<file path="src/rtl/band_capture_if.sv">
// band_capture_if: sample stream into the capture block and its registered RAM write port.
// master = capture side (consumes samples, drives RAM), slave = source/RAM side.
interface band_capture_if #(
    parameter int ADDR_WIDTH = 12
);
    logic                  valid_in;
    logic [15:0]           data_in;
    logic                  mem_we;
    logic [ADDR_WIDTH-1:0] mem_addr;
    logic [15:0]           mem_din;

    modport master (
        input  valid_in, data_in,
        output mem_we, mem_addr, mem_din
    );

    modport slave (
        output valid_in, data_in,
        input  mem_we, mem_addr, mem_din
    );
endinterface

</file>
<file path="src/rtl/band_capture.sv">
// band_capture: records a signed 16-bit sample stream into a single-port capture RAM,
// one-shot or looping, with peak tracking. Define BAND_CAPTURE_TRIGGER_EN for a level trigger.
module band_capture #(
    parameter int          MEM_DEPTH  = 4036,
    parameter int          ADDR_WIDTH = $clog2(MEM_DEPTH),
    parameter logic [15:0] THRESHOLD  = 16'd1024
) (
    input  logic                clk,
    input  logic                rst_n,
    input  logic                arm,
    input  logic                stop,
    input  logic                loop,
    band_capture_if.master      bus,
    output logic                busy,
    output logic                done,
    output logic                wrapped,
    output logic [ADDR_WIDTH:0] sample_count,
    output logic [14:0]         peak_abs
);

    typedef enum logic [1:0] {IDLE, ARMED, CAPTURE, DONE} state_t;

    localparam logic [ADDR_WIDTH-1:0] LAST_ADDR  = ADDR_WIDTH'(MEM_DEPTH - 1);
    localparam logic [ADDR_WIDTH:0]   FULL_COUNT = (ADDR_WIDTH + 1)'(MEM_DEPTH);

    state_t                state;
    state_t                state_nxt;
    logic                  loop_mode;
    logic [ADDR_WIDTH-1:0] addr;
    logic [14:0]           sample_abs;
    logic                  trigger_hit;
    logic                  start;
    logic                  capture_write;
    logic                  at_last;
    logic                  fill_end;

    // -32768 has no positive 16-bit twin, so it clamps to the largest magnitude.
    function automatic logic [14:0] abs_sat(input logic signed [15:0] x);
        if (x == 16'sh8000) return 15'h7fff;
        else if (x < 0)     return 15'(-x);
        else                return x[14:0];
    endfunction

    assign sample_abs = abs_sat(bus.data_in);

`ifdef BAND_CAPTURE_TRIGGER_EN
    assign trigger_hit = ({1'b0, sample_abs} >= THRESHOLD);
`else
    assign trigger_hit = 1'b1;
    logic unused_threshold;
    assign unused_threshold = ^THRESHOLD;
`endif

    assign start         = arm && (state == IDLE || state == DONE);
    assign capture_write = bus.valid_in &&
                           ((state == CAPTURE) || (state == ARMED && trigger_hit));
    assign at_last       = (addr == LAST_ADDR);
    assign fill_end      = capture_write && at_last && !loop_mode;

    // NOTE: sequential state uses non-blocking assignments so every register samples
    // pre-edge values; blocking here would create order-dependent simulation races.
    always_ff @(posedge clk or negedge rst_n) begin
        if (!rst_n) state <= IDLE;
        else        state <= state_nxt;
    end

    always_comb begin
        // NOTE: defaulting every comb output first means no path leaves it unassigned,
        // so no latch is inferred.
        state_nxt = state;
        unique case (state)
            IDLE, DONE: begin
                if (arm) state_nxt = ARMED;
            end
            ARMED, CAPTURE: begin
                if (stop || fill_end)   state_nxt = DONE;
                else if (capture_write) state_nxt = CAPTURE;
            end
        endcase
    end

    always_comb begin
        busy = 1'b0;
        done = 1'b0;
        unique case (state)
            ARMED, CAPTURE: busy = 1'b1;
            DONE:           done = 1'b1;
            default:        ;
        endcase
    end

    // Write port and capture bookkeeping; the write registers and status share one edge.
    always_ff @(posedge clk or negedge rst_n) begin
        if (!rst_n) begin
            bus.mem_we   <= 1'b0;
            bus.mem_addr <= '0;
            bus.mem_din  <= '0;
            addr         <= '0;
            loop_mode    <= 1'b0;
            wrapped      <= 1'b0;
            sample_count <= '0;
            peak_abs     <= '0;
        end else begin
            bus.mem_we <= 1'b0;
            if (start) begin
                addr         <= '0;
                loop_mode    <= loop;
                wrapped      <= 1'b0;
                sample_count <= '0;
                peak_abs     <= '0;
            end else if (capture_write) begin
                bus.mem_we   <= 1'b1;
                bus.mem_addr <= addr;
                bus.mem_din  <= bus.data_in;
                addr         <= at_last ? '0 : addr + ADDR_WIDTH'(1);
                if (at_last && loop_mode)
                    wrapped <= 1'b1;
                if (sample_count != FULL_COUNT)
                    sample_count <= sample_count + (ADDR_WIDTH + 1)'(1);
                if (sample_abs > peak_abs)
                    peak_abs <= sample_abs;
            end
        end
    end

endmodule

</file>
<file path="src/flat_wrapper.sv">
// flat-port wrapper written by rule: the top's interface ports become plain ports
module band_capture_flat 
#(
    parameter int          MEM_DEPTH  = 4036,
    parameter int          ADDR_WIDTH = $clog2(MEM_DEPTH),
    parameter logic [15:0] THRESHOLD  = 16'd1024
)
  (clk, rst_n, arm, stop, loop, busy, done, wrapped, sample_count, peak_abs, bus_valid_in, bus_data_in, bus_mem_we, bus_mem_addr, bus_mem_din);
  band_capture_if #(.ADDR_WIDTH(ADDR_WIDTH)) bus_i ();
  input  logic clk;
  input  logic rst_n;
  input  logic arm;
  input  logic stop;
  input  logic loop;
  output logic busy;
  output logic done;
  output logic wrapped;
  output logic [ADDR_WIDTH:0] sample_count;
  output logic [14:0] peak_abs;
  input wire logic [$bits(bus_i.valid_in)-1:0] bus_valid_in;
  input wire logic [$bits(bus_i.data_in)-1:0] bus_data_in;
  output wire logic [$bits(bus_i.mem_we)-1:0] bus_mem_we;
  output wire logic [$bits(bus_i.mem_addr)-1:0] bus_mem_addr;
  output wire logic [$bits(bus_i.mem_din)-1:0] bus_mem_din;
  assign bus_i.valid_in = bus_valid_in;
  assign bus_i.data_in = bus_data_in;
  assign bus_mem_we = bus_i.mem_we;
  assign bus_mem_addr = bus_i.mem_addr;
  assign bus_mem_din = bus_i.mem_din;
  band_capture #(.MEM_DEPTH(MEM_DEPTH), .ADDR_WIDTH(ADDR_WIDTH), .THRESHOLD(THRESHOLD)) u_core (.clk(clk), .rst_n(rst_n), .arm(arm), .stop(stop), .loop(loop), .bus(bus_i), .busy(busy), .done(done), .wrapped(wrapped), .sample_count(sample_count), .peak_abs(peak_abs));
endmodule
</file>
<file path="config.mk">
export PLATFORM = sky130hd
export DESIGN_NAME = band_capture_flat
export DESIGN_NICKNAME = d
export VERILOG_FILES = /design/src/rtl/band_capture_if.sv /design/src/rtl/band_capture.sv /design/src/flat_wrapper.sv
export SDC_FILE = /design/constraint.sdc
export NUM_CORES = 1
export LEC_CHECK = 0
export ABC_CLOCK_PERIOD_IN_PS = 2600
export CORE_ASPECT_RATIO = 1.75
export CORE_UTILIZATION = 31
export DETAILED_ROUTE_END_ITERATION = 6
export DONT_BUFFER_PORTS = 1
export GPL_TIMING_DRIVEN = 0
export PLACE_DENSITY_LB_ADDON = 0.05
export RECOVER_POWER = 25
export SLEW_MARGIN = 25
export SYNTH_ARGS = -nofsm -noshare
export SYNTH_HDL_FRONTEND = slang
export SYNTH_SLANG_ARGS = --single-unit
</file>
<file path="constraint.sdc">
create_clock -name clk -period 2.6 [get_ports clk]
set_clock_uncertainty 0.1 [all_clocks]
set_input_delay 0.39 -clock clk [delete_from_list [all_inputs] [get_ports clk]]
set_output_delay 0.39 -clock clk [all_outputs]
set_load 0.05 [all_outputs]
</file>
==> results by group <==
Status
  • Outcome: finished with violations
  • Failing checks: max-capacitance violations, max-slew violations, negative setup slack

Pwr
  • Sw frac: 0.462
  • Peak VDD IR: 0.000826 V
  • Psw: 2.50 mW
  • Clock power share: 0.233
  • Leak Pwr: 2.12 nW
  • Pwr Density: 1140 nW/um2
  • Combinational share of power: 0.300
  • Sequential share of power: 0.467
  • Internal power: 2.91 mW

Floorplanning
  • Die W: 86.9 um
  • Die Ht: 151 um
  • I/O Pins: 82
  • Core area: 12100 um2
  • # rows: 53
  • Starting Density: 0.322
  • Full die area: 13100 um2

Cells and area
  • Final nets: 456
  • Proportion of layout cells with a drive suffix above 1: 0.251
  • Post-route cell area: 4760 um2
  • Syn-to-layout area delta: 21.8%
  • Fin cells: 584
  • Multi-input logic area: 2140 um2
  • Sequential cell area: 1830 um2
  • Fill cells: 1218
  • Diodes inserted: 0

Placed design
  • Inst Count DP: 550
  • Port bufs: 0
  • DP Wirelength: 7590 um
  • GP Congestion: 0.794
  • Placed cell area: 4180 um2
  • Pre-CTS setup slack: -1740 ps

Routing
  • Routed len/inst: 18.4 um
  • Iter 0 DRT Violations: 74
  • DR pass1 iterations: 4
  • Final ANT Viol Nets: 0
  • Routed WL: 10800 um
  • DR vias: 2910
  • Vias per cell: 4.98
  • DRC viols: 0

Setup path
  • WP data required: 2720 ps
  • Crit path launch type: primary input
  • CP arrival: 3510 ps
  • Reg-to-Reg Start: u_core.peak_abs[14]
  • Crit path launch: bus_data_in[1]
  • Critical Path Sink Type: flip-flop
  • WS Path Type: in2reg
  • Critical Path Fanout Max: 5

Synthesis
  • Ys async rst share: 1.00
  • Post-Syn Area per Cell: 10.2 um2
  • EDFF count, synth: 0
  • Sequential cell area fraction in the yosys report: 0.467
  • YS warnings: 0
  • Count leader, synth: dfrtp_1
  • Syn nets: 427
  • Post-synth cell types: 42
  • Top cell type's share of synthesized area: 0.467
  • Post-synth top cells: dfrtp_1 (73), mux2_2 (38), nand2_1 (37)
  • FF+latch count, synth: 73
  • Synthesized area: 3910 um2
  • Main synth FF type: dfrtp_1
  • Cell count after synthesis: 385
  • Dominant cell type by area after synthesis: dfrtp_1
  • Synth area leaders: dfrtp_1 (47%), mux2_2 (11%), ha_1 (6.4%), xor2_1 (4.3%), nand2_1 (3.6%)

STA
  • Period Utilization, post-route: 1.30
  • RSZ-0062 raised after global routing: true
  • Min Clock Period, post-route: 3380 ps
  • Slack of the critical path: -785 ps
  • Slew HR: -0.128
  • Final hold vios: 0
  • Worst-Margin Slew: 1690 ps
  • Final setup fails: 15
  • Final count of pins violating max slew: 74
  • Achievable Freq: 295 MHz

Clock tree
  • CTS tree: done
  • Worst skew pair latency: 330 ps
  • Clk slew on worst S/H paths: 60 ps
  • Deepest clock path buffer count: 2
  • CTS H-Tree Depth: 3
  • Root Driver: clkbuf_16
  • Num CTS Buffers: 9
  • # clock sinks: 73

Min path
  • Launch point of the worst hold path: arm
  • HP Class: in2reg

GRT
  • Vias in the first global route: 2969
  • Largest net degree at the start of global routing: 74
  • Initial antenna violation count: 0
  • Total gr overflow: 0
  • Gr usage total: 0.170
  • First-pass GRT wire length: 16400 um

Flow run
  • Max-cap violations: 1
-- cell families (layout without fill, tap and decap cells) --
logic type               after synthesis  count (layout)  share of synthesized area
AND/OR/NAND/NOR                      127             127                      0.157
flip-flops                            73              73                      0.467
AO/OA/AOI/OAI                         66              66                      0.109
multiplexers                          41              41                      0.118
buffers and inverters                 36              70                     0.0352
XOR/XNOR                              22              22                     0.0493
adder cells (fa/ha/maj)               20              20                     0.0640
-- placed cells by master, fill, tap and decap left out, types with 3 or more instances in the layout --
cell / instances
buf_6: 3
or4_4: 3
ha_1: 15
dfrtp_1: 71
buf_4: 14
and3_1: 9
a21oi_2: 3
clkbuf_1: 11
xnor2_1: 3
nand4_1: 9
nor2_1: 35
o31ai_1: 8
nand3_1: 13
clkbuf_16: 9
nor3_1: 3
o41ai_4: 3
buf_2: 3
mux2_2: 37
nor2b_1: 4
o21ai_0: 22
a21oi_1: 13
a31oi_1: 3
inv_1: 19
inv_2: 4
nand2_1: 35
ha_4: 5
xor2_1: 19
-- final timing paths --
kind / endpoint / slack [ps] / depth (start not counted)
min in group asynchronous: u_core.peak_abs[11] / 950 / 2
max in group asynchronous: u_core.sample_count[0] / 210 / 2
worst max register to register: u_core.peak_abs[13] / -40 / 9
worst min-delay path: u_core.state[1] / 60 / 1
worst min register to register: u_core.addr[9] / 410 / 1
worst max-delay path: u_core.peak_abs[13] / -780 / 13
-- sequential cells by signal, indices dropped and copies added (netlist names) --
| name | flops |
|---|---|
| u_core.addr | 12 |
| u_core.bus.mem_addr | 12 |
| u_core.bus.mem_din | 16 |
| u_core.bus.mem_we | 1 |
| u_core.loop_mode | 1 |
| u_core.peak_abs | 15 |
| u_core.sample_count | 13 |
| u_core.state | 2 |
| u_core.wrapped | 1 |
-- cell type report --
cell class | instances | area share
well taps | 165 | 0.0434
plain buffers | 13 | 0.0126
repair buffers | 18 | 0.0300
clock inverters | 3 | 0.00841
inverters | 23 | 0.0181
multi-input cells | 276 | 0.450
clock buffers | 13 | 0.0525
flip-flops and latches | 73 | 0.385
-- critical path, stage by stage --
cell and delay [ps]:
or4_4 510, or4_4 480, buf_4 170, o31ai_2 190
xor2_1 160, nand2_1 90, ha_1 310, nand4_1 180
o41ai_4 380, a21oi_2 70, buf_4 150, buf_6 130
mux2_4 280
-- layer usage --
| layer | vias to the layer above | global-route usage | part of all wire |
|---|---|---|---|
| li1 | 1426 | - | - |
| met1 | 1417 | 0.183 | 0.39 |
| met4 | 0 | 0.0700 | 0.020 |
| met5 | - | 0 | 0 |
| met2 | 54 | 0.311 | 0.55 |
| met3 | 13 | 0.0406 | 0.039 |
-- power by group through the flow --
stage / logic, mW / clock network, mW / registers [mW]
floorplan: 1.11 / 0 / 2.47
global placement: 1.40 / 0 / 2.54
detailed placement: 1.41 / 0 / 2.55
CTS: 1.54 / 1.29 / 2.53
global route: 1.80 / 1.35 / 2.57
finish: 1.63 / 1.26 / 2.53
-- what timing repair did --
action                                  CTS  global route
buffers inserted                          4            11
hold buffers                              2             0
cloned                                    0             1
pin swaps                                 1             4
gates resized for setup                  15            20
endpoints found under the hold margin    73             0
endpoints found under the setup margin   63            32
-- through the flow --
step	hold WS [ps]	TNS [ps]	util	power, mW
detailed placement	-3.26	-38110	0.345	3.97
global route	53.7	-13650	0.392	5.73
finish	60.5	-11460	0.392	5.42
floorplan	-5.59	-11970	-	3.57
global placement	-3.72	-37450	0.345	3.95
CTS	48.6	-10520	0.379	5.37
(Power assumes the default switching activity.)
